**src/rtl/hf_bus_pkg.sv**
```systemverilog
// Shared types for the two-master bus fabric.
// Owner encoding and default hold limit used by the arbiter.
package hf_bus_pkg;

  typedef enum logic [1:0] {
    OWN_NONE = 2'd0,
    OWN_M0   = 2'd1,
    OWN_M1   = 2'd2
  } owner_e;

  localparam int HOLD_MAX_DEF = 4;

endpackage

```
**src/rtl/bus_arbiter.sv**
```systemverilog
// Two-master arbiter onto one shared synchronous memory port.
// Sticky grant with a hold limit under contention; one-cycle read return.
module bus_arbiter
  import hf_bus_pkg::*;
#(
  parameter int HOLD_MAX = HOLD_MAX_DEF
) (
  input  logic        clk_i,
  input  logic        rst_i,
  input  logic        req0_i,
  input  logic [31:0] addr0_i,
  input  logic [31:0] data0_i,
  input  logic [3:0]  we0_i,
  output logic [31:0] data0_o,
  output logic        stall0_o,
  input  logic        req1_i,
  input  logic [31:0] addr1_i,
  input  logic [31:0] data1_i,
  input  logic [3:0]  we1_i,
  output logic [31:0] data1_o,
  output logic        stall1_o,
  output logic [31:0] mem_addr_o,
  output logic [31:0] mem_data_o,
  output logic [3:0]  mem_we_n_o,
  output logic [3:0]  mem_cs_n_o,
  input  logic [31:0] mem_data_i
);

  localparam logic [3:0] CntMax = 4'(HOLD_MAX);

  owner_e     owner_q, owner_d;
  owner_e     rd_owner_q;
  owner_e     last_q, last_d;
  logic [3:0] cnt_q, cnt_d;
  logic       at_max;

  assign at_max = (cnt_q >= CntMax);

  always_comb begin
    owner_d    = OWN_NONE;
    last_d     = last_q;
    cnt_d      = 4'd0;
    stall0_o   = 1'b1;
    stall1_o   = 1'b1;
    mem_addr_o = 32'h0;
    mem_data_o = 32'h0;
    mem_we_n_o = 4'b1111;
    mem_cs_n_o = 4'b1111;
    data0_o    = 32'h0;
    data1_o    = 32'h0;

    case (owner_q)
      OWN_M0: begin
        if (req0_i && !(req1_i && at_max))
          owner_d = OWN_M0;
        else if (req1_i)
          owner_d = OWN_M1;
      end
      OWN_M1: begin
        if (req1_i && !(req0_i && at_max))
          owner_d = OWN_M1;
        else if (req0_i)
          owner_d = OWN_M0;
      end
      default: begin
        if (req0_i && req1_i)
          owner_d = (last_q == OWN_M0) ? OWN_M1 : OWN_M0;
        else if (req0_i)
          owner_d = OWN_M0;
        else if (req1_i)
          owner_d = OWN_M1;
      end
    endcase

    if (owner_d == OWN_NONE) begin
      cnt_d = 4'd0;
    end else if (owner_d == owner_q) begin
      cnt_d = at_max ? CntMax : cnt_q + 4'd1;
    end else begin
      cnt_d  = 4'd1;
      last_d = owner_d;
    end

    if (!rst_i) begin
      stall0_o = req0_i && (owner_d != OWN_M0);
      stall1_o = req1_i && (owner_d != OWN_M1);
      unique case (1'b1)
        owner_d == OWN_M0: begin
          mem_addr_o = addr0_i;
          mem_data_o = data0_i;
          mem_we_n_o = ~we0_i;
          mem_cs_n_o = 4'b0000;
        end
        owner_d == OWN_M1: begin
          mem_addr_o = addr1_i;
          mem_data_o = data1_i;
          mem_we_n_o = ~we1_i;
          mem_cs_n_o = 4'b0000;
        end
        default: ;
      endcase
      // Read data belongs to whoever held the port last cycle.
      if (rd_owner_q == OWN_M0) data0_o = mem_data_i;
      if (rd_owner_q == OWN_M1) data1_o = mem_data_i;
    end
  end

  always_ff @(posedge clk_i) begin
    if (rst_i) begin
      owner_q    <= OWN_NONE;
      rd_owner_q <= OWN_NONE;
      cnt_q      <= 4'd0;
      last_q     <= OWN_M1;
    end else begin
      owner_q    <= owner_d;
      rd_owner_q <= owner_d;
      cnt_q      <= cnt_d;
      last_q     <= last_d;
    end
  end

endmodule

```
**config.mk**
```make
export PLATFORM = sky130hd
export DESIGN_NAME = bus_arbiter
export DESIGN_NICKNAME = d
export VERILOG_FILES = /design/src/rtl/hf_bus_pkg.sv /design/src/rtl/bus_arbiter.sv
export SDC_FILE = /design/constraint.sdc
export NUM_CORES = 1
export LEC_CHECK = 0
export CAP_MARGIN = 20
export CORE_AREA = 10 10 113 115
export CTS_BUF_LIST = sky130_fd_sc_hd__clkbuf_8
export DETAILED_ROUTE_END_ITERATION = 10
export DIE_AREA = 0 0 123 125
export PLACE_DENSITY_LB_ADDON = 0.1
export SLEW_MARGIN = 20
export SYNTH_ARGS = -nofsm -noshare
export SYNTH_HDL_FRONTEND = slang
export SYNTH_SLANG_ARGS = --single-unit
export TNS_END_PERCENT = 100
```
**constraint.sdc**
```tcl
create_clock -name clk_i -period 4.6 [get_ports clk_i]
set_input_delay 1.15 -clock clk_i [delete_from_list [all_inputs] [get_ports clk_i]]
set_output_delay 1.15 -clock clk_i [all_outputs]
set_load 0.005 [all_outputs]
```
==> run metrics <==
worst clock skew=0.00107 ns; top cells by area, synth=a22oi_1, and2_1, nor2_1, dfxtp_1, clkbuf_1; maximum number of pins on one net before global-route repair=33; final WL=16100 µm; CP arrival=3.39 ns; run status=finished, final reports clean; H-tree level count=1; most common cell in the synthesized netlist=nor2_1; CP max stage delay=between 0.4 and 0.5 ns; Clock Latency Late Sink=0.23 ns; post-route ant nets=0; I/O pins=310; Syn Nets=478; number of diodes=0; post-synthesis register bit count=8; Yosys cell types=36; Setup Buffers After CTS=0; Cell Area, Synth=0.00187 mm²; syn avg cell area=6.24 µm²; Syn-to-layout area delta=184%; standard-cell rows=38; worst-path maximum fanout=14; drt pass-1 iters=4; Leak=2.25 nW; combined buffer and inverter count along the critical path=5; Gate Count Post-Synth=300; die width=between 100 and 150 µm; Reg clk slew, reported paths=0.04 ns; PortBufs=about 310; DRC violations left=0; Post-synth EDFFs=0; share of the synthesized area in the top cell type=25.7%; DR WL/cell=21.6 µm; core box area=between 0.01 and 0.015 mm²; Max clock buf depth=2; top_reg_cell synth=dfxtp_1; final worst slack=0.0623 ns; Final Cycle Share=98.6%; worst path required time=3.45 ns; clock sink count=8; cts hold-fix bufs=0; Hold Slack=between 0.5 and 0.6 ns; Total GRT Usage=approximately 19%; cells along the critical path=clkdlybuf4s50_1 -> buf_4 -> a311o_1 -> or2_4 -> ha_2 -> nor2_4 -> inv_4 -> bufbuf_16 -> nor2_1 -> dlygate4sd2_1; vias in the first global route=3518; vias per cell=roughly 4.6; DR vias=3412; total grt overflow=0; post-synthesis sequential area ratio=8.56%; gpl congestion=a little under 0.9; die span in y=approximately 130 µm; CP max stage cell=clkdlybuf4s50_1; Slew Viols, Final=0; Setup Viol. Count Final=0; Place WS=-0.220 ns; global-route wire length before repair=22900 µm; CP Class=input port to primary output; RSZ-0062 raised after global routing=no; HPWL Detailed=13800 µm; post-layout minimum cycle time=4.54 ns; Layout Nets=787; Starting Density=17.7%; top post-synthesis cells by count=nor2_1, a22oi_1, and2_1; maximum VDD drop=95.0 µV; Crit. End Element=primary output; root buffer cell=clkbuf_8; CTS tree=done; YS warnings=0; PD cells=178 mW/mm²; Crit path max-delay family=buffers and inverters; f_max=220 MHz; crit start category=input port; final core utilization=between 50% and 60%; DIE AREA=0.0154 mm²; Final Hold Vio Count=0; async set-reset flop share out of synthesis=0%; initial antenna violation count=0; share of layout cells above drive strength 1=7.74%; post-synth top area cell=a22oi_1; max cap viols=0; worst hold path type=flip-flop to flip-flop; CTS Buf Count=3; DRT iter0 DRCs=274
## metrics by stage
step | instances | TNS, ns | instance area [µm²] | total power, mW
after floorplan | 300 | 0 | 1870 | 0.400
after global placement | 743 | -11.07 | 5290 | 0.876
after detailed placement | 743 | -12.24 | 5290 | 0.877
after CTS | 747 | 0 | 5300 | 0.955
after global routing | 747 | 0 | 5310 | 1.02
final | 747 | 0 | 5310 | 0.947
## registers in the layout (all words and copies together), names as in the netlist
name        count
cnt_q           4
last_q          2
rd_owner_q      2
## layout by cell type, fill, tap and decap left out, drive strengths merged, types with 2 or more instances in the layout
cell type      Yosys  final
a22oi             64     64
a311o              2      2
and2              64     64
and3               2      2
buf                8     25
clkbuf            23      9
clkdlybuf4s15      0      4
clkdlybuf4s50      0    236
dfxtp              8      8
dlygate4sd2        0     58
dlymetal6s2s       0      5
ha                 6      6
inv               10     10
nand2              2      2
nand2b             2      2
nor2              72     72
nor2b              2      2
nor3               6      6
nor3b              2      2
nor4               2      2
o21a               2      2
o21ai              4      4
o221ai             4      4
or2                2      2
or3                2      2
## kinds of logic after synthesis
group           synth area share, %
other cells                   0.200
buf+inv                        8.82
simple gates                   43.1
compound gates                 34.8
fa+ha+maj                      4.01
flops                          8.56
xor+xnor                      0.468
## timing repair
item	CTS	global route
endpoints found under the setup margin	72	19
gates cloned	1	0
resized for setup	73	22
## final cells by class
| cell class | instances | area (µm²) |
|---|---|---|
| clock buffer | 3 | 41.3 |
| fill | 1054 | 5290 |
| inverter | 10 | 40.0 |
| multi-input combinational | 251 | 1580 |
| sequential | 8 | 160 |
| tap | 140 | 175 |
| timing repair buffer | 335 | 3310 |
## power breakdown
part / switching, mW / total, mW / internal, mW
combinational: 0.333 / 0.767 / 0.433
clock: 0.0289 / 0.0858 / 0.0568
sequential: 0.0125 / 0.0944 / 0.0820
## worst paths after layout
check / startpoint / to / slack [ns] / depth (start not counted)
worst max register to register: rd_owner_q[0]$_SDFF_PP0_ / last_q[0]$_SDFFE_PP0P_ / 1.68 / 10
worst max-delay path: req0_i / mem_addr_o[25] / 0.06 / 10
worst min register to register: cnt_q[0]$_SDFF_PP0_ / cnt_q[0]$_SDFF_PP0_ / 0.60 / 2
worst min-delay path: cnt_q[0]$_SDFF_PP0_ / cnt_q[0]$_SDFF_PP0_ / 0.60 / 2
## per-layer routing
metal	wire length, µm	GRT usage [%]
met5	0	0
met2	8460	36.7
met3	1760	6.57
met4	104	2.19
met1	5800	20.2
## worst register-to-register path: cells and delay by family (launching register included)
kind	cells	cell delay, ns
AO/OA/AOI/OAI	4	1.11
flip-flops	1	0.39
AND/OR/NAND/NOR	2	0.36
adder cells (fa/ha/maj)	2	0.69
buffers and inverters	2	0.25
Power figures use the tool's default switching activity.
